File: config.mk
export PLATFORM = sky130hd
export DESIGN_NAME = target_slew_limiter
export DESIGN_NICKNAME = d
export VERILOG_FILES = /design/src/rtl/target_pkg.sv /design/src/rtl/target_slew_channel.sv /design/src/rtl/target_slew_limiter.sv
export SDC_FILE = /design/constraint.sdc
export NUM_CORES = 1
export LEC_CHECK = 0
export CORE_MARGIN = 2
export CORE_UTILIZATION = 30
export DETAILED_ROUTE_END_ITERATION = 10
export MAX_ROUTING_LAYER = met4
export PLACE_DENSITY_LB_ADDON = 0.1
export SLEW_MARGIN = 20
export SYNTH_ARGS = -nofsm -noshare
export SYNTH_HDL_FRONTEND = slang
export SYNTH_SLANG_ARGS = --single-unit
File: constraint.sdc
create_clock -name clk -period 5.3 [get_ports clk]
set_input_delay 1.06 -clock clk [delete_from_list [all_inputs] [get_ports clk]]
set_output_delay 1.06 -clock clk [all_outputs]
set_load 0.1 [all_outputs]
File: src/rtl/target_pkg.sv
// Shared types and default constants for the target slew limiter.
package target_pkg;

  localparam int SP_W = 16;

  typedef logic signed [SP_W-1:0] sp_t;

  localparam int DEF_TICK_DIV      = 50000;
  localparam int DEF_ATT_STEP      = 64;
  localparam int DEF_HGT_STEP      = 16;
  localparam int DEF_TIMEOUT_TICKS = 500;

  localparam int NUM_CH = 4;

  typedef enum logic [1:0] {
    CH_HEIGHT = 2'd0,
    CH_PITCH  = 2'd1,
    CH_ROLL   = 2'd2,
    CH_YAW    = 2'd3
  } chan_e;

endpackage

File: src/rtl/target_slew_channel.sv
// One setpoint channel: latched goal plus a setpoint that walks toward it by
// at most STEP per control tick.
module target_slew_channel
  import target_pkg::*;
#(
  parameter int STEP = DEF_ATT_STEP
) (
  input  logic                   clk,
  input  logic                   rst_n,
  input  logic                   load,
  input  logic signed [SP_W-1:0] load_val,
  input  logic                   force_zero,
  input  logic                   tick,
  output logic signed [SP_W-1:0] sp,
  output logic                   at_goal
);

  // 17-bit copy for the distance test, 16-bit copy for the actual step; the
  // stepped result always lies between sp and goal so 16 bits cannot wrap.
  localparam logic signed [SP_W:0]   STEP_W = (SP_W+1)'(STEP);
  localparam logic signed [SP_W-1:0] STEP_N = SP_W'(STEP);

  sp_t                 goal_q;
  sp_t                 goal_nx;
  sp_t                 sp_nx;
  logic signed [SP_W:0] diff;
  logic signed [SP_W:0] mag;

  // Next goal: a fresh command beats the watchdog override.
  always_comb begin
    goal_nx = goal_q;
    if (load) begin
      goal_nx = load_val;
    end else if (force_zero) begin
      goal_nx = '0;
    end
  end

  // Next setpoint: the tick always ramps against the goal held before this edge.
  always_comb begin
    diff  = {goal_q[SP_W-1], goal_q} - {sp[SP_W-1], sp};
    mag   = diff[SP_W] ? -diff : diff;
    sp_nx = sp;
    if (tick) begin
      if (mag <= STEP_W) begin
        sp_nx = goal_q;
      end else if (!diff[SP_W]) begin
        sp_nx = sp + STEP_N;
      end else begin
        sp_nx = sp - STEP_N;
      end
    end
  end

  // Goal/setpoint registers; at_goal is judged on next-state values so it
  // lines up with the cycle the new setpoint becomes visible.
  always_ff @(posedge clk) begin
    if (!rst_n) begin
      goal_q  <= '0;
      sp      <= '0;
      at_goal <= 1'b1;
    end else begin
      goal_q  <= goal_nx;
      sp      <= sp_nx;
      at_goal <= (sp_nx == goal_nx);
    end
  end

endmodule

File: src/rtl/target_slew_limiter.sv
// Rate-limits the decoded flight targets before they reach the PID loops and
// drives all goals to zero when the command link goes quiet.
module target_slew_limiter
  import target_pkg::*;
#(
  parameter int TICK_DIV      = DEF_TICK_DIV,
  parameter int ATT_STEP      = DEF_ATT_STEP,
  parameter int HGT_STEP      = DEF_HGT_STEP,
  parameter int TIMEOUT_TICKS = DEF_TIMEOUT_TICKS
) (
  input  logic                   clk,
  input  logic                   rst_n,
  input  logic                   target_renew,
  input  logic signed [SP_W-1:0] target_height,
  input  logic signed [SP_W-1:0] target_pitch,
  input  logic signed [SP_W-1:0] target_roll,
  input  logic signed [SP_W-1:0] target_yaw,
  output logic                   sp_valid,
  output logic signed [SP_W-1:0] sp_height,
  output logic signed [SP_W-1:0] sp_pitch,
  output logic signed [SP_W-1:0] sp_roll,
  output logic signed [SP_W-1:0] sp_yaw,
  output logic                   failsafe,
  output logic                   sp_settled
);

  localparam int TC_W = $clog2(TICK_DIV + 1);
  localparam int WD_W = $clog2(TIMEOUT_TICKS + 1);

  logic [TC_W-1:0]   tick_cnt;
  logic              tick;
  logic [WD_W-1:0]   wd_cnt;
  logic              wd_expire;
  logic [NUM_CH-1:0] at_goal;

  assign tick       = (tick_cnt == TC_W'(TICK_DIV - 1));
  // Only a tick that is not accompanied by a renew can push the watchdog over.
  assign wd_expire  = tick && !target_renew && (wd_cnt == WD_W'(TIMEOUT_TICKS - 1));
  assign sp_settled = &at_goal;

  // Control tick divider.
  always_ff @(posedge clk) begin
    if (!rst_n) begin
      tick_cnt <= '0;
    end else if (tick) begin
      tick_cnt <= '0;
    end else begin
      tick_cnt <= tick_cnt + TC_W'(1);
    end
  end

  // Link-loss watchdog: counts silent ticks, saturates, and latches failsafe.
  always_ff @(posedge clk) begin
    if (!rst_n) begin
      wd_cnt   <= '0;
      failsafe <= 1'b0;
    end else if (target_renew) begin
      wd_cnt   <= '0;
      failsafe <= 1'b0;
    end else if (tick && (wd_cnt != WD_W'(TIMEOUT_TICKS))) begin
      wd_cnt <= wd_cnt + WD_W'(1);
      if (wd_expire) begin
        failsafe <= 1'b1;
      end
    end
  end

  // sp_valid marks the first cycle the post-tick setpoints are visible.
  always_ff @(posedge clk) begin
    if (!rst_n) begin
      sp_valid <= 1'b0;
    end else begin
      sp_valid <= tick;
    end
  end

  target_slew_channel #(.STEP(HGT_STEP)) u_height (
    .clk        (clk),
    .rst_n      (rst_n),
    .load       (target_renew),
    .load_val   (target_height),
    .force_zero (wd_expire),
    .tick       (tick),
    .sp         (sp_height),
    .at_goal    (at_goal[CH_HEIGHT])
  );

  target_slew_channel #(.STEP(ATT_STEP)) u_pitch (
    .clk        (clk),
    .rst_n      (rst_n),
    .load       (target_renew),
    .load_val   (target_pitch),
    .force_zero (wd_expire),
    .tick       (tick),
    .sp         (sp_pitch),
    .at_goal    (at_goal[CH_PITCH])
  );

  target_slew_channel #(.STEP(ATT_STEP)) u_roll (
    .clk        (clk),
    .rst_n      (rst_n),
    .load       (target_renew),
    .load_val   (target_roll),
    .force_zero (wd_expire),
    .tick       (tick),
    .sp         (sp_roll),
    .at_goal    (at_goal[CH_ROLL])
  );

  target_slew_channel #(.STEP(ATT_STEP)) u_yaw (
    .clk        (clk),
    .rst_n      (rst_n),
    .load       (target_renew),
    .load_val   (target_yaw),
    .force_zero (wd_expire),
    .tick       (tick),
    .sp         (sp_yaw),
    .at_goal    (at_goal[CH_YAW])
  );

endmodule

* Word level (Yosys, flattened, before mapping) *
Cells that the tools add are included.

storage, ports and cells
  bits in registers = 159
  bits of input ports = 67
  output and inout port bits = 67
  logic and storage cells = 78

operators by class
  add/subtract/negate cells = 18
  order comparisons = 4
  equal/unequal tests = 7
  mux-type cells = 24
  bitwise gates (word level) = 1
  reduce and logical (&&, ||, !) cells = 8

operator list
  kind                                                                    count
  16-bit 2-to-1 mux                                                       20
  17-bit 2-to-1 mux                                                       4
  17-bit negator                                                          4
  16-bit by 16-bit subtractor with 17-bit output                          4
  16-bit == test                                                          4
  17-bit by 8-bit <= comparator with 1-bit output, second input constant  3
  16-bit by 8-bit adder with 16-bit output, second input constant         3
  16-bit by 8-bit subtractor with 16-bit output, second input constant    3
  17-bit by 6-bit <= comparator with 1-bit output, second input constant  1
  16-bit by 1-bit adder with 16-bit output, second input constant         1
  16-bit by 6-bit adder with 16-bit output, second input constant         1
  16-bit == test, second input constant                                   1
  16-bit by 6-bit subtractor with 16-bit output, second input constant    1
  9-bit by 1-bit adder with 9-bit output, second input constant           1
  9-bit == test, second input constant                                    1
  9-bit inequality test, second input constant                            1
  4-bit AND reduction                                                     1
  2-bit OR reduction                                                      2
  1-bit logical AND                                                       3
  2-bit AND reduction                                                     1
  1-bit logical NOT                                                       1
  1-bit inverter                                                          1

* Depth between registers and ports, before layout *
  word-level depth = 7
  depth in mapped cells = 26
  gate-level depth less buffers = 25

* Cells and area by module *
A second synthesis with hierarchy kept.

unflattened totals
  cell total of the unflattened synthesis = 2308
  area total of the unflattened synthesis = 17395.4 µm²

by module, submodules not included
  module                             times used  cells an instance  area each (µm²)  seq. area each (µm²)
  target_slew_channel (u_pitch ...)  2           539                3963.8           660.6
  target_slew_channel (u_height)     1           561                4144.0           660.6
  target_slew_channel (u_yaw)        1           522                4027.6           660.6
  target_slew_limiter                1           147                1296.2           540.5

* Worst setup path after synthesis *
Ideal clock, no wire load.

  path type = flip-flop to flip-flop
  start point = register u_roll.sp[5]
  end point = register u_roll.at_goal
  library setup time = 96 ps
  arrival time = 6481 ps
  data required time = 5204 ps
  path slack = -1277 ps
  stages on the path, launching flop included = 26
  path buffers = 1
  clock period less this slack = 6577 ps
  cells stage by stage = dfxtp_1 inv_1 ha_1 clkbuf_1 a211oi_1 o21bai_1 a21bo_2 a311o_1 a31oi_2 clkinv_1 fa_1 inv_1 a21oi_1 o21bai_1 a21o_1 a21o_1 a21o_1 a21oi_1 xor2_1 a211oi_1 nor3_1 a2111oi_0 nand4b_1 a2111oi_2 nand4_1 o41ai_2

between the ends
  cells in the longest elaborated chain, start to end = 7
  elaborated cells between the ends (all ways) = 10
  classes of those cells = add/sub: 4; order compare: 1; eq/ne: 1; mux: 4

ends and longest elaborated chain
  item                                             RTL line                   text
  start, declared                                  target_slew_channel.sv:14  output logic signed [SP_W-1:0] sp,
  start signal, assigned                           target_slew_channel.sv:64  sp <= sp_nx;
  16-bit by 16-bit subtractor with 17-bit output   target_slew_channel.sv:41  diff = {goal_q[SP_W-1], goal_q} - {sp[SP_W-1], sp};
  17-bit negator                                   target_slew_channel.sv:42  mag = diff[SP_W] ? -diff : diff;
  17-bit 2-to-1 mux                                target_slew_channel.sv:42
  17-bit by 8-bit <= comparator with 1-bit output  target_slew_channel.sv:45  if (mag <= STEP_W) begin
  16-bit 2-to-1 mux                                target_slew_channel.sv:45
  16-bit 2-to-1 mux (*)                            target_slew_channel.sv:44  if (tick) begin
  16-bit == test (*)                               target_slew_channel.sv:65  at_goal <= (sp_nx == goal_nx);
  end signal, assigned                             target_slew_channel.sv:65
  end, declared                                    target_slew_channel.sv:15  output logic at_goal

Mark *: on every way between the ends. The rest lies on a longest branch, timed or not.
A chain may end at the register's enable or synchronous reset.

* Final worst setup path *
  start point = register u_roll.goal_q[0]
  end point = register u_roll.at_goal

between the ends
  cells in the longest elaborated chain, start to end = 7
  elaborated cells between the ends (all ways) = 10
  classes of those cells = add/sub: 2; order compare: 1; eq/ne: 1; mux: 6

ends and longest elaborated chain
  item                                             RTL line                   text
  start, declared                                  target_slew_channel.sv:23  sp_t goal_q;
  start signal, assigned                           target_slew_channel.sv:63  goal_q <= goal_nx;
  16-bit by 16-bit subtractor with 17-bit output   target_slew_channel.sv:41
  17-bit negator                                   target_slew_channel.sv:42
  17-bit 2-to-1 mux                                target_slew_channel.sv:42
  17-bit by 8-bit <= comparator with 1-bit output  target_slew_channel.sv:45
  16-bit 2-to-1 mux                                target_slew_channel.sv:45
  16-bit 2-to-1 mux                                target_slew_channel.sv:44
  16-bit == test (*)                               target_slew_channel.sv:65

Marked as above.

==> impl_metrics.toml <==
[power]
power_frac_seq_pct = 30.5
switching_share_pct = 36.4
p_clk_share_pct = 30.2
p_switching_mw = 1.49
peakVddDrop_uv = 220
p_total_mw = 4.10
intPower_mw = 2.61
leakage_nw = 7.99
powerDensity_nw_per_um2 = 200
combPwrFrac_pct = 39.3

[worst_hold_path]
hp-class = "reg2reg"
hold_start = "tick_cnt[0]"

[sta]
slew_headroom_pct = 32.3
setup_slack_ps = 141
hold_viol = 0
report.final.setup_viol = 0
rsz0062_at_grt = "yes"
tns_ps = 0
maxSlewViolCount = 0
finClkSkew_ps = 13.7
finalCritPeriodShare_pct = 97.3
period_needed_ps = 5160
tightest_slew_ps = 1010
holdWs_ps = 453
clock.fmax_mhz = 194

[clocking]
clock_path_buffers = 2
h-tree-depth = 4
cts_inserted_buffers = 17
clockRootBuffer = "clkbuf_16"
cts.sinks = 159
worst_skew_pair.late_latency_ps = 460
clkTransAtPathRegs_ps = 70
cts_tree = "done"

[synth]
synth_simple_gate_area_share_pct = 26.6
synth_top_area_cell = "dfxtp_1"
synth-xor-area-share_pct = 6.88
synth.top_cells.by_count = "267 x nor2_1, 225 x nand2_1, 205 x a21oi_1"
seq_area_frac_synth_pct = 19.8
synthAdderAreaFrac_pct = 9.19
yosysUniqueCellTypes = 90
ys.flop_type = "dfxtp_1"
syn_avg_cell_area_um2 = 7.10
syn_nets = 2440
synth_top_family_by_area = "compound AO/OA/AOI/OAI gates"
yosysMostFrequentCell = "nor2_1"
ys_ff_latch = 159
synth_compound_area_share_pct = 28.6
synthArstFlopShare_pct = 0
syn-cell-area_um2 = 16000
yosysTopAreaCellShare_pct = 19.8
synth_edf_count = 0
yosysWarnings = 0
yosys-top-cells-area = "dfxtp_1 20%, ha_1 8.2%, a21oi_1 6.4%"
synthCells = 2260
synthMuxAreaShare_pct = 3.27

[floorplanning]
boundaryPins = 134
fp.dieH_um = 235
die_area_um2 = 55300
rows = 84
initial_core_util_pct = 30.4
dieWidth_um = 235
core_area_um2 = 52800

[final_layout]
multi_input_area_um2 = 12300
area_delta_synth_final_pct = 27.7
finalNetCount = 2696
nFillCells = 5600
drive_gt1_share_pct = 15.7
final-seq-area_um2 = 3280

[drt]
wirelength_um = 58600
vias_per_cell = 5.45
drc = 0
vias = 17500
first_pass_iters = 6
route.antenna.remaining_nets = 0
routedWlPerCell_um = 18.2
initialDrtViolationCount = 1229

[setup_path]
crit_fanout = 3
crit_slowest_cell = "or4_4"
slowest_delay_ps = 530
cp.required_ps = 5660
r2r_start = "u_roll.goal_q[0]"
end_kind = "register"
cp.arrival_ps = 5520
startpoint_type = "register"
critPathKind = "reg2reg"
cpMostUsedCell = "or4_4"
startpoint = "u_roll.goal_q[0]"
cp_cell_sequence = "inv_2 -> ha_4 -> fa_2 -> nor2b_4 -> o31ai_2 -> and4b_1 -> or4_4 -> or4_4 -> or4_4 -> a211oi_4 -> or2_4 -> nor2_1 -> or4_1 -> o21a_1 -> and4b_1 -> a2111oi_4 -> nand4_1 -> o41ai_2"

[grt]
antenna_found_initial = 1
grt_pass1_wl_um = 92000
grt_usage_pct = 21.2
grt_pass1_vias = 16600
grt_overflow = 0
grt_max_degree = 75

[placement]
dp_hpwl_um = 45500
dpl_worst_slack_ps = -77.1
io_buffers = 133
place.gp.congestion = 0.901

[outcome]
outcome = "completed"

[flow_run]
cap_violations = 0
## power groups by stage
stage / sequential [mW] / clock, mW / combinational (mW)
2_1_floorplan: 1.27 / 0 / 1.04
3_3_place_gp: 1.28 / 0 / 1.52
3_5_place_dp: 1.28 / 0 / 1.53
4_1_cts: 1.25 / 1.26 / 1.55
5_1_grt: 1.25 / 1.32 / 1.78
6_report: 1.25 / 1.24 / 1.61
## layout make-up
type | instances | area share (%)
antenna | 1 | 0.0122
clock buffer | 23 | 2.34
clock inverter | 8 | 0.391
inverter | 134 | 2.49
multi-input combinational | 1864 | 60.2
sequential | 159 | 16.0
tap | 688 | 4.20
timing repair buffer | 340 | 14.3
## layer usage
metal	share of wire (%)	GRT usage [%]	vias to the layer above
met3	4.0	2.36	71
met4	2.4	6.56	0
li1	-	-	8798
met5	0	-	-
met1	49	29.0	8215
met2	44	32.8	440
## cell families (layout without fill, tap and decap cells)
logic type / count (synthesis) / count (layout)
AOI/OAI and AO/OA: 692 / 692
xor gates and xnor gates: 126 / 126
adders and majority gates: 113 / 113
buffers and inverters: 237 / 505
DFF: 159 / 159
muxes: 51 / 51
other: 0 / 1
and+or+nand+nor: 882 / 882
## registers in the layout, summed over array words and instances, names as in the netlist
register,cells
u_pitch.at_goal,1
u_pitch.sp,16
u_roll.sp,16
u_pitch.goal_q,16
u_yaw.at_goal,1
u_roll.goal_q,16
u_yaw.sp,16
u_yaw.goal_q,16
u_height.sp,16
u_roll.at_goal,1
u_height.at_goal,1
u_height.goal_q,16
tick_cnt,16
wd_cnt,9
failsafe,1
sp_valid,1
## final timing paths
check	to	slack, ps	depth (start not counted)
worst max-delay path	u_roll.at_goal	140	18
worst min register to register	tick_cnt[0]	450	1
worst min-delay path	tick_cnt[0]	450	1
worst max register to register	u_roll.at_goal	140	18
## worst max-delay path: cells and delay by family (launching register included)
family,cells,cell delay (ps)
simple gates,10,2910
compound gates,5,1190
fa+ha+maj,2,580
flops,1,330
buf+inv,1,50
## cells in the final DEF, fill, tap and decap left out, types with 40 or more instances in the layout
cell,instances
nand3_1,57
o21ai_0,122
xor2_1,55
buf_4,203
ha_1,101
xnor2_1,69
nand2_1,224
dfxtp_1,109
inv_1,127
a21oi_1,195
clkdlybuf4s50_1,132
nor3_1,61
mux2i_1,40
nor2_1,264
## repair_timing
item,in CTS,in global routing
setup buffers,0,7
pin swaps,3,22
hold buffers,0,0
resized for setup,8,70
endpoints found under the setup margin,2,4
## through the flow
| stage | std cells | utilization (%) | cell area, µm² |
|---|---|---|---|
| after global placement | 3178 | 37.1 | 19600 |
| after CTS | 3209 | 38.2 | 20200 |
| final | 3217 | 38.8 | 20500 |
| after detailed placement | 3178 | 37.1 | 19600 |
| after floorplan | 2260 | - | 16200 |
| after global routing | 3217 | 38.8 | 20500 |
(Power assumes the default switching activity.)
